==> config.mk <==
export PLATFORM = sky130hd
export DESIGN_NAME = alu_divider
export DESIGN_NICKNAME = d
export VERILOG_FILES = /design/src/rtl/alu_divider.sv
export SDC_FILE = /design/constraint.sdc
export NUM_CORES = 1
export LEC_CHECK = 0
export CAP_MARGIN = 10
export CORE_MARGIN = 1.5
export CORE_UTILIZATION = 40
export DETAILED_ROUTE_END_ITERATION = 7
export SKIP_LAST_GASP = 1
export SLEW_MARGIN = 0
export SYNTH_ARGS = -nofsm -noshare
export SYNTH_HDL_FRONTEND = slang
export SYNTH_SLANG_ARGS = --single-unit
==> constraint.sdc <==
create_clock -name clk -period 3.3 [get_ports clk]
set_input_delay 0.33 -clock clk [delete_from_list [all_inputs] [get_ports clk]]
set_output_delay 0.33 -clock clk [all_outputs]
set_load 0.05 [all_outputs]
==> src/rtl/alu_divider.sv <==
// alu_divider: multi-cycle radix-2 restoring divide/modulo unit for ALU
// opcodes DIVU/MODU/DIVS/MODS. Produces one quotient bit per clock;
// a result is ready WIDTH+1 clocks after start is accepted.
module alu_divider #(
  parameter int WIDTH = 32
) (
  input  logic             clk,
  input  logic             nreset,
  input  logic             start,
  input  logic [WIDTH-1:0] a,
  input  logic [WIDTH-1:0] b,
  input  logic [3:0]       opcode,
  output logic             busy,
  output logic             done,
  output logic [WIDTH-1:0] y,
  output logic             dbz
);

  localparam int CW = (WIDTH > 1) ? $clog2(WIDTH) : 1;

  localparam logic [3:0] OP_DIVU = 4'b1001;
  localparam logic [3:0] OP_MODU = 4'b1010;
  localparam logic [3:0] OP_DIVS = 4'b1011;
  localparam logic [3:0] OP_MODS = 4'b1100;

  typedef enum logic [1:0] {IDLE, CALC, FIX} state_t;

  state_t           state_q;
  logic [CW-1:0]    count_q;
  logic [WIDTH-1:0] rem_q;      // partial remainder (always < divisor)
  logic [WIDTH-1:0] dvd_q;      // dividend shifts out, quotient shifts in
  logic [WIDTH-1:0] dvs_q;      // divisor magnitude
  logic [WIDTH-1:0] aorig_q;    // original dividend, for the divide-by-zero MOD result
  logic             is_mod_q;
  logic             unsup_q;
  logic             neg_quo_q;
  logic             neg_rem_q;
  logic             zero_q;
  logic             busy_q;
  logic             done_q;
  logic [WIDTH-1:0] y_q;
  logic             dbz_q;

  logic             op_ok;
  logic             op_sgn;
  logic             op_mod;
  logic [WIDTH:0]   rem_sh;     // shifted remainder; the extra bit carries the compare
  logic             qbit;
  logic [WIDTH-1:0] rem_d;
  logic [WIDTH-1:0] dvd_d;
  logic [WIDTH-1:0] y_d;
  logic             dbz_d;

  // Magnitude of a two's-complement value when signed handling is enabled.
  function automatic logic [WIDTH-1:0] abs_mag(input logic [WIDTH-1:0] v,
                                               input logic en);
    return (en && v[WIDTH-1]) ? -v : v;
  endfunction

  // Re-apply a sign to a magnitude result (WIDTH-bit wrap is intended).
  function automatic logic [WIDTH-1:0] apply_sign(input logic [WIDTH-1:0] v,
                                                  input logic neg);
    return neg ? -v : v;
  endfunction

  assign busy = busy_q;
  assign done = done_q;
  assign y    = y_q;
  assign dbz  = dbz_q;

  // Opcode decode, one restoring-division step, and final result selection.
  always_comb begin
    op_ok  = (opcode == OP_DIVU) || (opcode == OP_MODU) ||
             (opcode == OP_DIVS) || (opcode == OP_MODS);
    op_sgn = (opcode == OP_DIVS) || (opcode == OP_MODS);
    op_mod = (opcode == OP_MODU) || (opcode == OP_MODS);

    rem_sh = {rem_q, dvd_q[WIDTH-1]};
    qbit   = (rem_sh >= {1'b0, dvs_q});
    // The true difference is below the divisor, so low-WIDTH-bit math is exact.
    rem_d  = qbit ? (rem_sh[WIDTH-1:0] - dvs_q) : rem_sh[WIDTH-1:0];
    dvd_d  = {dvd_q[WIDTH-2:0], qbit};

    y_d   = '0;
    dbz_d = 1'b0;
    if (!unsup_q) begin
      if (zero_q) begin
        y_d   = is_mod_q ? aorig_q : '1;
        dbz_d = 1'b1;
      end else if (is_mod_q) begin
        y_d = apply_sign(rem_q, neg_rem_q);
      end else begin
        y_d = apply_sign(dvd_q, neg_quo_q);
      end
    end
  end

  // Control FSM with registered outputs: IDLE accepts, CALC iterates, FIX publishes.
  always_ff @(posedge clk or negedge nreset) begin
    if (!nreset) begin
      state_q   <= IDLE;
      count_q   <= '0;
      rem_q     <= '0;
      dvd_q     <= '0;
      dvs_q     <= '0;
      aorig_q   <= '0;
      is_mod_q  <= 1'b0;
      unsup_q   <= 1'b0;
      neg_quo_q <= 1'b0;
      neg_rem_q <= 1'b0;
      zero_q    <= 1'b0;
      busy_q    <= 1'b0;
      done_q    <= 1'b0;
      y_q       <= '0;
      dbz_q     <= 1'b0;
    end else begin
      done_q <= 1'b0;
      case (state_q)
        IDLE: begin
          if (start) begin
            aorig_q   <= a;
            dvd_q     <= abs_mag(a, op_sgn);
            dvs_q     <= abs_mag(b, op_sgn);
            neg_quo_q <= op_sgn & (a[WIDTH-1] ^ b[WIDTH-1]);
            neg_rem_q <= op_sgn & a[WIDTH-1];
            zero_q    <= (b == '0);
            is_mod_q  <= op_mod;
            unsup_q   <= !op_ok;
            rem_q     <= '0;
            count_q   <= CW'(WIDTH - 1);
            busy_q    <= 1'b1;
            state_q   <= op_ok ? CALC : FIX;
          end
        end
        CALC: begin
          rem_q <= rem_d;
          dvd_q <= dvd_d;
          if (count_q == '0) begin
            state_q <= FIX;
          end else begin
            count_q <= count_q - CW'(1);
          end
        end
        FIX: begin
          y_q     <= y_d;
          dbz_q   <= dbz_d;
          done_q  <= 1'b1;
          busy_q  <= 1'b0;
          state_q <= IDLE;
        end
        default: state_q <= IDLE;
      endcase
    end
  end

endmodule

==> run metrics <==
final hold vios 0; row cnt 63; area of the core 29,600 um2; Slew HR between 40% and 50%; Initial Utilization 40.5%; status finished clean; worst slack, placed 0.0911 ns; clock slew at reported path FFs about 0.080 ns; DRT antenna net count 0; largest net degree at the start of global routing 83; synth-to-layout area growth 20.8%; Max VDD drop 0.527 mV; total congestion overflow 0; Clock Latency Late Sink 0.44 ns; Final Slew Violations 0; Multi-input gate area 7070 um2; final WL 34,400 um; Die Span Y 176 um; critical path data arrival time 3.41 ns; htree depth 4; worst min path class primary input to async pin; crit path kind flip-flop to flip-flop; CTS buffer count 17; EDFF count, synth 0; final setup violating endpoints 0; number of diodes 0; fin crit share 93.7%; Synth Instances 1,454; Crit path required time 3.62 ns; Cell Pwr Density 1040 nW/um2; most used flip-flop cell after synthesis dfrtp_1; sequential cell area around 4400 um2; fillcell total 2,931; post-CTS setup buffer count 0; skew final 0.0151 ns; CTS Root Cell clkbuf_16; Max-Cap Viols 0; syn_nets 1,564; post-synthesis sequential area ratio 36.6%; number of global-route vias before repair 10,500; Yosys Warn Count 0; min Tclk post-route just over 3 ns; total power 0.0151 W; RSZ-0062 raised after global routing false; Worst setup SP type flip-flop; worst-margin pin slew about 0.75 ns; TNS Setup 0 ns; Setup crit end kind flip-flop; Total GRT Usage 22.8%; Post-route DRC 0; vias per inst 5.51; Static Leak 6.18 nW; first-pass GRT wire length 56,100 um; ys async rst share 100%; Post-DP HPWL 25,600 um; port bufs between 100 and 150; die area between 30,000 and 40,000 um2; layout cell share with drive strength beyond 1 under 10%; upper clock frequency limit 324 MHz; Mapped Area between 10,000 and 15,000 um2; Nets around 1,700; first drt pass iteration count 5; Vias 10,900; synth unique cells between 60 and 70; clock sinks 175; Final WS setup 0.209 ns; hold slack 0.436 ns; initial DRC count between 800 and 900; GPL Wtd Cong 0.883; Ports 106; TritonCTS clock tree yes; die width 176 um; drt wl/cell 17.4 um; clock buffer depth 2; mean area per synthesized cell 8.23 um2; CP Max Fanout 12; FF+latch count, synth 175; number of antenna violations at the first check in global routing 0
[worst max-delay path, stage by stage (launching register included)]
cell and delay [ns]:
dfrtp_1 0.48, ha_1 0.40, a21o_1 0.22, a21o_1 0.18
a211o_1 0.28, a31oi_1 0.31, nand3_1 0.16, or3_1 0.42
nand2_2 0.24, o21ai_0 0.11, a21o_1 0.18
[metal layers]
| layer | GRT usage [%] | vias up | part of all wire (%) |
|---|---|---|---|
| li1 | - | 5393 | - |
| met1 | 32.7 | 5167 | 48 |
| met2 | 36.4 | 308 | 45 |
| met3 | 2.73 | 30 | 4.8 |
| met4 | 5.80 | 0 | 1.4 |
| met5 | 0 | - | 0 |
[sequential cells by signal, summed over array words and instances, names as in the netlist, 2 cells and up]
register and flops:
aorig_q 32, count_q 5, dvd_q 32, dvs_q 32, rem_q 32, state_q 2, y 32
[Yosys cell counts, types with 3 or more instances]
cell type | number | share of area (%)
nor2_1 | 72 | 2.3
xnor2_1 | 71 | 5.2
and4_1 | 3 | 0.22
nor3_1 | 27 | 1.1
a21oi_1 | 94 | 3.9
a221o_1 | 10 | 0.84
nor4_1 | 11 | 0.58
nor2b_1 | 5 | 0.26
nand4_1 | 7 | 0.37
buf_1 | 6 | 0.19
o21a_1 | 5 | 0.31
or2_2 | 5 | 0.26
a211o_1 | 3 | 0.22
or4_4 | 3 | 0.28
or4_1 | 9 | 0.56
inv_1 | 62 | 1.9
o21bai_1 | 5 | 0.31
o41ai_2 | 4 | 0.54
o211ai_1 | 4 | 0.25
nand3_1 | 44 | 1.8
a21boi_0 | 4 | 0.25
a22oi_1 | 29 | 1.8
mux2i_1 | 28 | 2.3
dfrtp_1 | 175 | 37
ha_1 | 38 | 4.0
xor2_1 | 79 | 5.8
or3_1 | 7 | 0.37
o21ai_1 | 5 | 0.21
a211oi_1 | 7 | 0.44
o41ai_1 | 16 | 1.2
clkbuf_1 | 74 | 2.3
nor3b_1 | 3 | 0.19
o21ai_0 | 172 | 7.2
nand2b_1 | 10 | 0.52
nand2_1 | 238 | 7.5
o31ai_1 | 28 | 1.8
buf_2 | 3 | 0.13
a22o_1 | 7 | 0.51
and3_1 | 18 | 0.94
a31oi_1 | 17 | 0.89
a21o_1 | 11 | 0.69
o31a_1 | 3 | 0.22
a32o_1 | 3 | 0.25
[per-stage QoR]
stage,instances,instance area (um2),utilization (%)
6_report,1978,14500,48.9
5_1_grt,1978,14500,48.9
4_1_cts,1978,14400,48.8
3_5_place_dp,1945,13800,46.9
3_3_place_gp,1945,13800,46.9
2_1_floorplan,1454,12000,-
[area by class of cell]
class                   instances  area share, %
clock buffers                  18           2.97
clock inverters                14           1.01
inverters                      62           1.61
multi-input cells            1134           48.9
flip-flops and latches        175           30.3
well taps                     390           3.38
repair buffers                185           11.8
[worst paths after layout]
check                           from   endpoint  slack [ns]  depth (start not counted)
max                        rem_q[28]   rem_q[0]        0.21                         10
min                           nreset   dvd_q[8]        0.44                          2
max reg2reg                rem_q[28]   rem_q[0]        0.21                         10
min reg2reg                dvs_q[16]  dvs_q[16]        0.48                          2
max in group asynchronous     nreset  dvd_q[16]        1.96                          3
min in group clk           dvs_q[16]  dvs_q[16]        0.48                          2
[where the power goes]
group / internal (W) / leakage [nW] / switching, W
sequential: 0.00310 / 2.23 / 0.000888
clock: 0.00107 / 0.270 / 0.000965
combinational: 0.00360 / 3.68 / 0.00547
total: 0.00776 / 6.18 / 0.00733
[cell families (layout without fill, tap and decap cells)]
group | after synthesis | count (layout) | share of synthesized area, %
simple gates | 477 | 477 | 18.4
compound gates | 439 | 439 | 22.9
flops | 175 | 175 | 36.6
xor+xnor | 150 | 150 | 11.0
buf+inv | 145 | 279 | 4.58
fa+ha+maj | 39 | 39 | 4.14
mux | 29 | 29 | 2.44
[cell usage in the layout (no fill, tap or decap), types with 11 or more instances in the layout]
| cell | synthesis | final |
|---|---|---|
| inv_1 | 62 | 62 |
| xor2_1 | 79 | 79 |
| a21oi_1 | 94 | 94 |
| clkbuf_16 | 0 | 17 |
| buf_4 | 0 | 75 |
| a22oi_1 | 29 | 29 |
| mux2i_1 | 28 | 28 |
| clkdlybuf4s50_1 | 0 | 104 |
| and3_1 | 18 | 18 |
| o21ai_0 | 172 | 172 |
| nand2_1 | 238 | 236 |
| a31oi_1 | 17 | 17 |
| nor3_1 | 27 | 27 |
| nor2_1 | 72 | 70 |
| o41ai_1 | 16 | 16 |
| a21o_1 | 11 | 11 |
| nand3_1 | 44 | 44 |
| xnor2_1 | 71 | 71 |
| ha_1 | 38 | 38 |
| o31ai_1 | 28 | 28 |
| dfrtp_1 | 175 | 175 |
[timing repair]
| action | CTS | global route |
|---|---|---|
| hold endpoints to repair | 61 | 0 |
| hold buffers | 1 | 0 |
| gates resized for setup | 0 | 5 |
| endpoints found under the setup margin | 0 | 16 |
No activity file was read; power rests on OpenSTA's default activity.
